[config.mk]
export PLATFORM = sky130hd
export DESIGN_NAME = bird_motion_ctrl_flat
export DESIGN_NICKNAME = d
export VERILOG_FILES = /design/src/rtl/flappy_pkg.sv /design/src/rtl/bird_motion_if.sv /design/src/rtl/bird_motion_ctrl_tick.sv /design/src/rtl/bird_motion_ctrl.sv /design/src/flat_wrapper.sv
export SDC_FILE = /design/constraint.sdc
export NUM_CORES = 1
export LEC_CHECK = 0
export CELL_PAD_IN_SITES_DETAIL_PLACEMENT = 0
export CELL_PAD_IN_SITES_GLOBAL_PLACEMENT = 2
export CORE_MARGIN = 1
export CORE_UTILIZATION = 36
export CTS_CLUSTER_DIAMETER = 60
export DETAILED_ROUTE_END_ITERATION = 16
export GPL_TIMING_DRIVEN = 0
export PLACE_DENSITY = 0.87
export RECOVER_POWER = 25
export SYNTH_ARGS = -nofsm -noshare
export SYNTH_HDL_FRONTEND = slang
export SYNTH_SLANG_ARGS = --single-unit
[constraint.sdc]
create_clock -name clk -period 3.4 [get_ports clk]
set_clock_uncertainty 0.15 [all_clocks]
set_input_delay 0.51 -clock clk [delete_from_list [all_inputs] [get_ports clk]]
set_output_delay 0.51 -clock clk [all_outputs]
set_load 0.01 [all_outputs]
[src/rtl/flappy_pkg.sv]
// Shared types and default constants for the flappy physics blocks.
package flappy_pkg;

    typedef enum logic [1:0] {
        PHYS_IDLE    = 2'd0,
        PHYS_FLY     = 2'd1,
        PHYS_CRASHED = 2'd2
    } phys_state_t;

    localparam int FIELD_Y_W    = 4;
    localparam int TICK_DEFAULT = 20_000_000;

endpackage

[src/rtl/bird_motion_if.sv]
// Bird motion bus: game-side controls in, sprite position/velocity and status out.
interface bird_motion_if
    import flappy_pkg::*;
#(
    parameter int Y_W = FIELD_Y_W,
    parameter int V_W = 4
);
    logic                  playing;
    logic                  flap;
    logic [Y_W-1:0]        bird_y;
    logic signed [V_W-1:0] velocity;
    logic                  tick;
    logic                  crashed;

    modport master (
        output playing, flap,
        input  bird_y, velocity, tick, crashed
    );

    modport slave (
        input  playing, flap,
        output bird_y, velocity, tick, crashed
    );
endinterface

[src/rtl/bird_motion_ctrl_tick.sv]
// phys_tick_gen: free-running modulo-TICK_CYCLES counter that pulses on its last count.
// The counter holds when en is low, so a paused game resumes mid-interval.
module phys_tick_gen
    import flappy_pkg::*;
#(
    parameter int TICK_CYCLES = TICK_DEFAULT
) (
    input  logic clk,
    input  logic reset,
    input  logic en,
    input  logic clr,
    output logic tick
);
    localparam int CNT_W = (TICK_CYCLES > 2) ? $clog2(TICK_CYCLES) : 1;
    localparam logic [CNT_W-1:0] LAST = CNT_W'(TICK_CYCLES - 1);

    logic [CNT_W-1:0] count_reg;

    assign tick = en && (count_reg == LAST);

    always_ff @(posedge clk) begin
        if (reset || clr) begin
            count_reg <= '0;
        end else if (en) begin
            count_reg <= tick ? '0 : count_reg + CNT_W'(1);
        end
    end
endmodule

[src/rtl/bird_motion_ctrl.sv]
// Vertical motion engine for the bird sprite: gravity, flap impulse, terminal clamp, ground crash.
// Define BIRD_CEIL_KILL_EN to make a ceiling hit fatal as well.
module bird_motion_ctrl
    import flappy_pkg::*;
#(
    parameter int Y_W         = FIELD_Y_W,
    parameter int Y_START     = 8,
    parameter int TICK_CYCLES = TICK_DEFAULT,
    parameter int V_W         = 4,
    parameter int GRAVITY     = 1,
    parameter int FLAP_V      = -3,
    parameter int V_TERM      = 3
) (
    input logic          clk,
    input logic          reset,
    bird_motion_if.slave bus
);
    // Sum width covers both operands plus sign and carry headroom.
    localparam int S_W   = ((Y_W > V_W) ? Y_W : V_W) + 2;
    localparam int V_MIN = -(2 ** (V_W - 1));
    localparam int V_MAX = (2 ** (V_W - 1)) - 1;
    localparam logic signed [S_W-1:0] Y_FLOOR = S_W'((2 ** Y_W) - 1);

    if (FLAP_V < V_MIN || FLAP_V > V_MAX || V_TERM < V_MIN || V_TERM > V_MAX
        || TICK_CYCLES < 2) begin : g_param_check
        $error("bird_motion_ctrl: FLAP_V/V_TERM must fit in V_W and TICK_CYCLES must be >= 2");
    end

    phys_state_t           state_reg;
    logic [Y_W-1:0]        y_reg;
    logic signed [V_W-1:0] v_reg;
    logic                  tick_reg;
    logic                  crashed_reg;
    logic                  flap_pending_reg;

    logic                  tick_en;
    logic                  commit;
    logic signed [S_W-1:0] v_grav;
    logic signed [S_W-1:0] v_next;
    logic signed [S_W-1:0] y_sum;
    logic                  ceil_hit;
    logic                  floor_hit;

    assign tick_en = (state_reg == PHYS_FLY) && bus.playing;

    phys_tick_gen #(
        .TICK_CYCLES (TICK_CYCLES)
    ) u_tick_gen (
        .clk   (clk),
        .reset (reset),
        .en    (tick_en),
        .clr   (1'b0),
        .tick  (commit)
    );

    always_comb begin
        v_grav = S_W'(v_reg) + S_W'(GRAVITY);
        if (flap_pending_reg || bus.flap) begin
            v_next = S_W'(FLAP_V);
        end else if (v_grav > S_W'(V_TERM)) begin
            v_next = S_W'(V_TERM);
        end else begin
            v_next = v_grav;
        end
        y_sum     = $signed(S_W'(y_reg)) + v_next;
        ceil_hit  = y_sum[S_W-1];
        floor_hit = !ceil_hit && (y_sum >= Y_FLOOR);
    end

    always_ff @(posedge clk) begin
        if (reset) begin
            state_reg        <= PHYS_IDLE;
            y_reg            <= Y_W'(Y_START);
            v_reg            <= '0;
            tick_reg         <= 1'b0;
            crashed_reg      <= 1'b0;
            flap_pending_reg <= 1'b0;
        end else begin
            tick_reg <= 1'b0;
            case (state_reg)
                PHYS_IDLE: begin
                    flap_pending_reg <= 1'b0;
                    if (bus.playing) state_reg <= PHYS_FLY;
                end
                PHYS_FLY: begin
                    if (!bus.playing) begin
                        state_reg        <= PHYS_IDLE;
                        flap_pending_reg <= 1'b0;
                    end else if (commit) begin
                        tick_reg         <= 1'b1;
                        flap_pending_reg <= 1'b0;
                        if (ceil_hit) begin
                            y_reg <= '0;
                            v_reg <= '0;
`ifdef BIRD_CEIL_KILL_EN
                            crashed_reg <= 1'b1;
                            state_reg   <= PHYS_CRASHED;
`endif
                        end else if (floor_hit) begin
                            y_reg       <= Y_FLOOR[Y_W-1:0];
                            v_reg       <= '0;
                            crashed_reg <= 1'b1;
                            state_reg   <= PHYS_CRASHED;
                        end else begin
                            y_reg <= y_sum[Y_W-1:0];
                            v_reg <= v_next[V_W-1:0];
                        end
                    end else if (bus.flap) begin
                        flap_pending_reg <= 1'b1;
                    end
                end
                default: begin
                    crashed_reg <= 1'b1;
                end
            endcase
        end
    end

    assign bus.bird_y   = y_reg;
    assign bus.velocity = v_reg;
    assign bus.tick     = tick_reg;
    assign bus.crashed  = crashed_reg;
endmodule

[src/flat_wrapper.sv]
// flat-port wrapper written by rule: the top's interface ports become plain ports
module bird_motion_ctrl_flat import flappy_pkg::*;
#(
    parameter int Y_W         = FIELD_Y_W,
    parameter int Y_START     = 8,
    parameter int TICK_CYCLES = TICK_DEFAULT,
    parameter int V_W         = 4,
    parameter int GRAVITY     = 1,
    parameter int FLAP_V      = -3,
    parameter int V_TERM      = 3
)
  (clk, reset, bus_playing, bus_flap, bus_bird_y, bus_velocity, bus_tick, bus_crashed);
  bird_motion_if #(.Y_W(Y_W), .V_W(V_W)) bus_i ();
  input logic clk;
  input logic reset;
  input wire logic [$bits(bus_i.playing)-1:0] bus_playing;
  input wire logic [$bits(bus_i.flap)-1:0] bus_flap;
  output wire logic [$bits(bus_i.bird_y)-1:0] bus_bird_y;
  output wire logic [$bits(bus_i.velocity)-1:0] bus_velocity;
  output wire logic [$bits(bus_i.tick)-1:0] bus_tick;
  output wire logic [$bits(bus_i.crashed)-1:0] bus_crashed;
  assign bus_i.playing = bus_playing;
  assign bus_i.flap = bus_flap;
  assign bus_bird_y = bus_i.bird_y;
  assign bus_velocity = bus_i.velocity;
  assign bus_tick = bus_i.tick;
  assign bus_crashed = bus_i.crashed;
  bird_motion_ctrl #(.Y_W(Y_W), .Y_START(Y_START), .TICK_CYCLES(TICK_CYCLES), .V_W(V_W), .GRAVITY(GRAVITY), .FLAP_V(FLAP_V), .V_TERM(V_TERM)) u_core (.clk(clk), .reset(reset), .bus(bus_i));
endmodule
# Word level (Yosys, flattened, before mapping)
# Index checks and enable logic that the tools add are counted.
# totals
in_bits	4
wordCells	61
out_inout_bits	10
reg_bits	38
# op_classes
reduce_logical	12
eq_ne	11
add_sub_neg	3
bitwise	3
magnitude_cmp	2
muxes	23
# op_table
operator	n
adder 25 x 1 -> 25 bit (second input constant)	1
equality test 25 bit (second input constant)	1
2-to-1 mux 25 bit	1
2-to-1 mux 4 bit	4
2-to-1 mux 6 bit	2
2-to-1 mux 2 bit	5
AND reduction 5 bit	2
2-to-1 mux 1 bit	8
inequality test 2 bit (second input constant)	4
adder 5 x 6 -> 6 bit	1
>= comparator 6 x 5 -> 1 bit (second input constant)	1
> comparator 6 x 3 -> 1 bit (second input constant)	1
inequality test 3 bit (second input constant)	2
adder 4 x 2 -> 5 bit (second input constant)	1
inequality test 4 bit (second input constant)	1
one-hot mux 1 bit (2 select lines)	2
one-hot mux 2 bit (2 select lines)	1
logical AND 1 bit	3
inequality test 3 x 2 -> 1 bit (second input constant)	1
NOT 1 bit	3
AND reduction 3 bit	1
OR reduction 3 bit	1
equality test 2 x 1 -> 1 bit (second input constant)	1
zero test 2 bit	1
5 further kinds	5

# Depth between registers and ports, before layout
# Gate-level depths: netlist (run 1).
# logic_depth
depth_word	12
depth_mapped	13
depth_no_buf	13

# Modules after synthesis
# A second synthesis (run 1) with hierarchy kept.
# unflattened
hier_cells	263
hier_area_um2	2220.9
# modules_own_cells
module	cells_each	seq_area_each_um2	instances	area_per_inst_um2
phys_tick_gen	150	500.5	1	1302.5
bird_motion_ctrl	113	260.2	1	918.4

# Worst setup path before layout (run 1)
# No wires, ideal clock.
# synth_timing
kind	reg-to-reg
start	register u_core.v_reg[0] (netlist: u_core.bus.velocity[0])
end	register u_core.state_reg[0]
path_buffers	0
required_time_ps	3118
stages_incl_launch_ff	14
arrival_ps	2713
period_less_slack_ps	2995
setup_time_ps	132
path_slack_ps	405
path_cell_list	dfxtp_1 > ha_1 > and2_1 > a21o_1 > a21oi_1 > nand3_1 > ha_1 > inv_1 > fa_1 > inv_1 > nand3_1 > nor3_1 > o32a_1 > a211oi_1
# synth_via
elab_chain_len	9
elab_cells_between_ends	11
classes_between	add/sub (2); order compare (2); eq/ne (2); mux (2); reduce/logical (3)
# synth_lines
item	line_no	rtl
start: declaration	bird_motion_ctrl.sv:31	logic signed [V_W-1:0] v_reg;
start signal: assignment	bird_motion_ctrl.sv:106	v_reg <= v_next[V_W-1:0];
adder 4 x 2 -> 5 bit (*)	bird_motion_ctrl.sv:57	v_grav = S_W'(v_reg) + S_W'(GRAVITY);
> comparator 6 x 3 -> 1 bit	bird_motion_ctrl.sv:60	end else if (v_grav > S_W'(V_TERM)) begin
2-to-1 mux 6 bit (*)	bird_motion_ctrl.sv:60	
2-to-1 mux 6 bit (*)	bird_motion_ctrl.sv:58	if (flap_pending_reg || bus.flap) begin
adder 5 x 6 -> 6 bit (*)	bird_motion_ctrl.sv:65	y_sum = $signed(S_W'(y_reg)) + v_next;
>= comparator 6 x 5 -> 1 bit or zero test 1 bit (tied branches)	bird_motion_ctrl.sv:67	floor_hit = !ceil_hit && (y_sum >= Y_FLOOR);
logical AND 1 bit	bird_motion_ctrl.sv:67	
inequality test 3 x 2 -> 1 bit (no source line)	-	
AND reduction 5 bit (no source line) (*)	-	
end signal: assignment	bird_motion_ctrl.sv:72	state_reg <= PHYS_IDLE;
end signal: assignment	bird_motion_ctrl.sv:83	if (bus.playing) state_reg <= PHYS_FLY;
end signal: assignment	bird_motion_ctrl.sv:87	state_reg <= PHYS_IDLE;
end: declaration	bird_motion_ctrl.sv:29	phys_state_t state_reg;
# Every way passes the cells marked *; elsewhere a longest branch is shown, timed or not.
# A chain may end at the register's enable or synchronous reset.

# Worst setup path in the final report (run 1)
# layout_timing
start	input port bus_flap
end	register u_core.state_reg[0]
# layout_via
elab_chain_len	7
elab_cells_between_ends	9
classes_between	add/sub (1); order compare (1); eq/ne (2); mux (1); reduce/logical (4)
# layout_lines
item	line_no	rtl
start: declaration	flat_wrapper.sv:17	input wire logic [$bits(bus_i.flap)-1:0] bus_flap;
logical OR 1 bit (*)	bird_motion_ctrl.sv:58	
2-to-1 mux 6 bit (*)	bird_motion_ctrl.sv:58	
adder 5 x 6 -> 6 bit (*)	bird_motion_ctrl.sv:65	
>= comparator 6 x 5 -> 1 bit or zero test 1 bit (tied branches)	bird_motion_ctrl.sv:67	
logical AND 1 bit	bird_motion_ctrl.sv:67	
inequality test 3 x 2 -> 1 bit (no source line)	-	
AND reduction 5 bit (no source line) (*)	-	
# Marks and branches as above.

==> flow_summary_export.csv, run 1 <==
group,metric,value,unit
clock_network,postCtsHoldBufs,0,
critical_path,crit_buf_inv,1,
place,dpl_cell_area,2190,um2
logic_synthesis,netlist_area,1990,um2
power_and_ir_drop,p_int,0.682,mW
grt,grt_pass1_vias,1513,
timing,setup_viol,0,
logic_synthesis,avgSynthCellArea,8.79,um2
timing,slew_headroom,44.4,%
cells_and_area,n_antenna_cell,0,
logic_synthesis,synth_cell_types,48,
routing,viasPerCell,5.05,
clock_network,cts-root-buf,"clkbuf_8",
logic_synthesis,yosysTopAreaCell,"dfxtp_1",
place,dp.cells,308,
timing,slew_violations,0,
clock_network,path_clk_slew,70,ps
timing,hold_ws,338,ps
clock_network,clkLatencyLatePin,290,ps
routing,wl_per_cell,12.9,um
floorplan,dieWidth,76.3,um
grt,grt_start_max_net_pins,13,
power_and_ir_drop,p_switching,0.188,mW
critical_path,crit_required,3450,ps
critical_path,critical_path.top_delay_family,"compound AO/OA/AOI/OAI gates",
routing,drc,0,
hold_path,hp-class,"reg -> reg",
timing,finalCritPeriodShare,94.9,%
power_and_ir_drop,leakagePower,0.844,nW
critical_path,cp_common_cell,"a211oi_1",
logic_synthesis,ys_seq_elements,38,
routing,ant_nets,0,
place,gp_congestion,0.803,
cells_and_area,syn2layout_area_growth,16.6,%
cells_and_area,layout.cells.non_filler,316,
cells_and_area,finalNetCount,257,
logic_synthesis,yosys-top-cells-area,"dfxtp_1 (38%), xor2_1 (8.8%), nor2_1 (7.7%), ha_1 (4.4%), nand3_1 (3.3%)",
floorplan,die_h,76.3,um
timing,max_freq,310,MHz
cells_and_area,final_cell_mix,"nor2_1 (41), dfxtp_1 (37), xor2_1 (20), nand2_1 (16), nand3_1 (13)",
clock_network,cts_tree,"built",
logic_synthesis,synth-edff-count,0,
logic_synthesis,ys_warn_count,0,
critical_path,crit_chain,"clkdlybuf4s50_1 > or2_2 > a21oi_2 > a21oi_1 > ha_1 > a211oi_1 > nor3_2 > o32a_1 > a211oi_1",
clock_network,cts_buffer_depth,2,
floorplan,die-area,5820,um2
timing,period_minus_slack,3230,ps
floorplan,core,5200,um2
critical_path,cpMaxStageDelayCell,"clkdlybuf4s50_1",
critical_path,crit_arrival,3280,ps
clock_network,post_cts_buffers,0,
logic_synthesis,synth_nets,238,
critical_path,critPathMaxFanout,6,
grt,grt_pass1_wl,7100,um
grt,antenna_found_initial,0,
cells_and_area,largest_reg_flops,25,
routing,drt_wl_total,4070,um
floorplan,boundaryPins,14,
power_and_ir_drop,p_clk_share,43.5,%
grt,groute.usage.overall,15.3,%
logic_synthesis,synth_top_area_share,38.3,%
power_and_ir_drop,seq_power_share,51.5,%
critical_path,critical_path_class,"in -> reg",
timing,tightestPinTransition,827,ps
logic_synthesis,synthCells,226,
timing,hold_viol,0,
clock_network,h-tree-depth,2,
clock_network,cts_sinks,38,
floorplan,start_util,38.2,%
cells_and_area,num-fill-cells,559,
timing,rsz0062_at_grt,"no",
logic_synthesis,async_flop_share,0,%
critical_path,cpPeakStageDelay,450,ps
status,status,"completed",
clock_network,cts-buffers-inserted,5,
place,io_buffers,12,
routing,drt-initial-drc-count,55,
power_and_ir_drop,combinationalPowerShare,5.1,%
power_and_ir_drop,power.density,375,nW/um2
grt,grt_overflow,0,
floorplan,placementRows,26,
place,hpwl,3030,um
cells_and_area,drive_gt1_share,9.76,%
routing,via_count,1595,
critical_path,critPathLaunchType,"input pin",
logic_synthesis,yosysSeqAreaShare,38.3,%
power_and_ir_drop,ir_drop,213,uV
cells_and_area,final_cell_area,2320,um2
run,cap_violations,0,
power_and_ir_drop,switching_share,21.6,%
cells_and_area,final_common_cell,"nor2_1",
logic_synthesis,synthFlopType,"dfxtp_1",
critical_path,cp-end-kind,"flop",
routing,firstDrtPassIters,4,
timing repair:
item / 4_1_cts / 5_1_grt
resized for setup: 1 / 6
pin swaps: 0 / 1
setup endpoints to repair: 4 / 8
worst paths after layout:
kind / startpoint / depth (start not counted) / slack (ps) / end
min reg2reg: u_core.bus.bird_y[2]$_SDFFE_PP0P_ / 2 / 340 / u_core.bus.bird_y[2]$_SDFFE_PP0P_
min: u_core.bus.bird_y[2]$_SDFFE_PP0P_ / 2 / 340 / u_core.bus.bird_y[2]$_SDFFE_PP0P_
max reg2reg: u_core.bus.velocity[0]$_SDFFE_PP0P_ / 11 / 290 / u_core.state_reg[0]$_SDFFE_PP0P_
max: bus_flap / 9 / 170 / u_core.state_reg[0]$_SDFFE_PP0P_
metrics by stage:
step | setup TNS [ps] | power, mW | util (%) | worst slack, ps
after floorplan | 0 | 0.489 | - | 405
after global placement | -2360 | 0.501 | 42.2 | -354
after detailed placement | -2520 | 0.501 | 42.2 | -367
after CTS | 0 | 0.879 | 44.4 | 42.1
after global routing | 0 | 0.901 | 44.5 | 2.18
final | 0 | 0.870 | 44.5 | 174
metal layers:
layer	GRT usage, %	vias to the layer above	part of all wire [%]
li1	-	836	-
met1	23.2	742	58
met2	20.6	13	40
met3	3.59	4	2.1
met4	5.19	0	0.71
met5	0	-	0
power groups by stage:
stage          registers, mW  logic [mW]  clock network, mW
2_1_floorplan          0.458      0.0314                  0
3_3_place_gp           0.458      0.0434                  0
3_5_place_dp           0.458      0.0429                  0
4_1_cts                0.448      0.0433              0.388
5_1_grt                0.448      0.0495              0.404
6_report               0.448      0.0440              0.378
worst min-delay path: cells and delay by family, from the launching register on:
| family | cells | cell delay, ps |
|---|---|---|
| AO/OA/AOI/OAI | 1 | 60 |
| AND/OR/NAND/NOR | 1 | 50 |
| flip-flops | 1 | 330 |
final cells by class:
type,instances,area [um2],share of cell area [%]
timing repair buffer,12,120,5.18
clock inverter,2,37.5,1.62
buffer,5,30.0,1.30
sequential,38,762,32.9
clock buffer,6,72.6,3.13
inverter,8,30.0,1.30
multi-input combinational,175,1180,50.8
tap,70,87.6,3.78
cells in the mapped netlist, types with 2 or more instances:
| library cell | count |
|---|---|
| o2bb2ai_1 | 2 |
| nand2_1 | 16 |
| a22o_1 | 4 |
| a21oi_1 | 10 |
| nor4_2 | 2 |
| buf_1 | 2 |
| xnor2_1 | 6 |
| nand3_1 | 13 |
| a211oi_1 | 4 |
| ha_1 | 7 |
| a21o_1 | 2 |
| and3_1 | 3 |
| nand4_1 | 10 |
| xor2_1 | 20 |
| nand2b_1 | 2 |
| nor3_1 | 2 |
| and2_1 | 4 |
| dfxtp_1 | 38 |
| o21ai_0 | 3 |
| inv_1 | 8 |
| nor2_1 | 41 |
cell families (layout without fill, tap and decap cells):
| group | count (synthesis) | in the layout | share of synthesized area (%) |
|---|---|---|---|
| fa+ha+maj | 8 | 8 | 5.42 |
| flops | 38 | 38 | 38.3 |
| compound gates | 33 | 33 | 12.3 |
| mux | 1 | 1 | 0.504 |
| buf+inv | 13 | 33 | 3.02 |
| xor+xnor | 26 | 26 | 11.5 |
| simple gates | 107 | 107 | 29.0 |
Note: power is estimated with default switching activity, not from simulation.
==> inputs of run 2 (changes only) <==
CORE_ASPECT_RATIO = 1.25   (was unset)
HOLD_SLACK_MARGIN = 0.05   (was unset)
==> run 2 against run 1 <==
Register-to-register slack worse by 130 ps; utilization down 0.56 points; cell count decreased by 2.8%.
==> flow_summary_export.csv, run 2 (same netlist as run 1, synthesis figures left out) <==
group,metric,value,unit
cells_and_area,drive_gt1_share,9.39,%
critical_path,crit_arrival,3270,ps
timing,tightestPinTransition,890,ps
routing,drc,0,
timing,slew_violations,0,
grt,grt_pass1_wl,7160,um
floorplan,core,5190,um2
routing,ant_nets,0,
status,status,"completed",
cells_and_area,final_common_cell,"nor2_1",
cells_and_area,final_cell_area,2280,um2
power_and_ir_drop,p_int,0.604,mW
grt,use_met1,19.4,%
clock_network,cts-root-buf,"clkbuf_8",
grt,grt_overflow,0,
critical_path,critical_path.top_delay_family,"compound AO/OA/AOI/OAI gates",
clock_network,h-tree-depth,2,
cells_and_area,syn2layout_area_growth,14.8,%
power_and_ir_drop,p_switching,0.177,mW
critical_path,crit_chain,"clkdlybuf4s50_1 > or2_2 > a21oi_2 > a21oi_1 > ha_1 > o21ai_0 > nor2_1 > nor3_4 > o32a_1 > o22a_1",
clock_network,cts-buffers-inserted,5,
grt,grt_start_max_net_pins,11,
routing,via_count,1624,
clock_network,cts_tree,"built",
clock_network,path_clk_slew,70,ps
clock_network,cts_buffer_depth,2,
timing,period_minus_slack,3240,ps
floorplan,start_util,38.3,%
power_and_ir_drop,leakagePower,0.826,nW
timing,hold_ws,346,ps
power_and_ir_drop,switching_share,22.6,%
place,io_buffers,12,
floorplan,boundaryPins,14,
grt,grt_pass1_vias,1539,
routing,viasPerCell,5.29,
grt,use_met3,3.76,%
power_and_ir_drop,power.density,342,nW/um2
critical_path,crit_buf_inv,1,
place,gp_congestion,0.762,
grt,antenna_found_initial,0,
timing,hold_viol,0,
timing,max_freq,309,MHz
clock_network,clkLatencyLatePin,280,ps
power_and_ir_drop,combinationalPowerShare,5.7,%
floorplan,die_h,85.1,um
cells_and_area,largest_reg_flops,25,
critical_path,critPathMaxFanout,6,
routing,drt-initial-drc-count,58,
grt,grt_busiest_layer,"met2",
timing,setup_viol,0,
critical_path,crit_required,3430,ps
critical_path,critPathLaunchType,"input pin",
power_and_ir_drop,seq_power_share,57.3,%
timing,slew_headroom,40.1,%
timing,finalCritPeriodShare,95.3,%
clock_network,cts_sinks,38,
grt,met2_usage,28.1,%
run,cap_violations,0,
cells_and_area,n_antenna_cell,0,
hold_path,hp-class,"reg -> reg",
power_and_ir_drop,ir_drop,154,uV
power_and_ir_drop,p_clk_share,36.9,%
critical_path,critical_path_class,"in -> reg",
critical_path,cpPeakStageDelay,430,ps
routing,wl_per_cell,13.7,um
routing,drt_wl_total,4210,um
critical_path,cp-end-kind,"flop",
place,hpwl,3030,um
clock_network,post_cts_buffers,0,
floorplan,dieWidth,68.5,um
routing,firstDrtPassIters,4,
place,dpl_cell_area,2180,um2
floorplan,die-area,5820,um2
grt,groute.usage.overall,16.5,%
cells_and_area,final_cell_mix,"nor2_1 (41), dfxtp_1 (36), xor2_1 (20), nand2_1 (16), nand3_1 (13)",
cells_and_area,finalNetCount,257,
floorplan,placementRows,29,
critical_path,cpMaxStageDelayCell,"clkdlybuf4s50_1",
run 2: area by class of cell:
class                      count  area [um2]
fill                         540        2910
buffer                         5        30.0
timing repair buffer          12         120
clock buffer                   7        76.3
tap                           62        77.6
multi-input combinational    175        1180
inverter                       8        30.0
sequential                    38         763
run 2: worst min-delay path: stages, from the launching register on:
cell and delay, ps:
dfxtp_1 330, nand2_1 60, a21oi_1 60
run 2: repair_timing:
action,4_1_cts,5_1_grt
gates resized for setup,0,9
endpoints found under the setup margin,0,8
hold buffers,0,0
hold endpoints to repair,0,0
run 2: path summary, 6_finish.rpt:
kind / startpoint / end / slack [ps] / depth (start not counted)
setup / recovery: bus_flap / u_core.bus.bird_y[3]$_SDFFE_PP1P_ / 160 / 10
hold / removal: u_core.u_tick_gen.count_reg[1]$_SDFFE_PP0P_ / u_core.u_tick_gen.count_reg[1]$_SDFFE_PP0P_ / 350 / 2
setup reg to reg: u_core.bus.velocity[0]$_SDFFE_PP0P_ / u_core.state_reg[0]$_SDFFE_PP0P_ / 160 / 13
hold reg to reg: u_core.u_tick_gen.count_reg[1]$_SDFFE_PP0P_ / u_core.u_tick_gen.count_reg[1]$_SDFFE_PP0P_ / 350 / 2
run 2: metrics by stage:
step,power (mW),setup TNS [ps],worst slack (ps),cells,util (%)
2_1_floorplan,0.489,0,405,226,-
3_3_place_gp,0.502,-1670,-269,300,42.1
3_5_place_dp,0.501,-1260,-242,300,42.1
4_1_cts,0.792,0,27.1,307,43.6
5_1_grt,0.819,-26.0,-23.3,307,44.0
6_report,0.781,0,161,307,44.0
run 2: metal layers:
layer / part of all wire (%) / up-vias
met4: 1.5 / 0
li1: - / 831
met5: 0 / -
met1: 44 / 761
met2: 52 / 25
met3: 2.6 / 7
run 2: power groups by stage:
| stage | Sequential [mW] | Clock, mW | Combinational [mW] |
|---|---|---|---|
| 3_3_place_gp | 0.458 | 0 | 0.0435 |
| 4_1_cts | 0.448 | 0.301 | 0.0430 |
| 6_report | 0.448 | 0.288 | 0.0445 |
| 5_1_grt | 0.448 | 0.322 | 0.0497 |
| 3_5_place_dp | 0.458 | 0 | 0.0430 |
| 2_1_floorplan | 0.458 | 0 | 0.0314 |
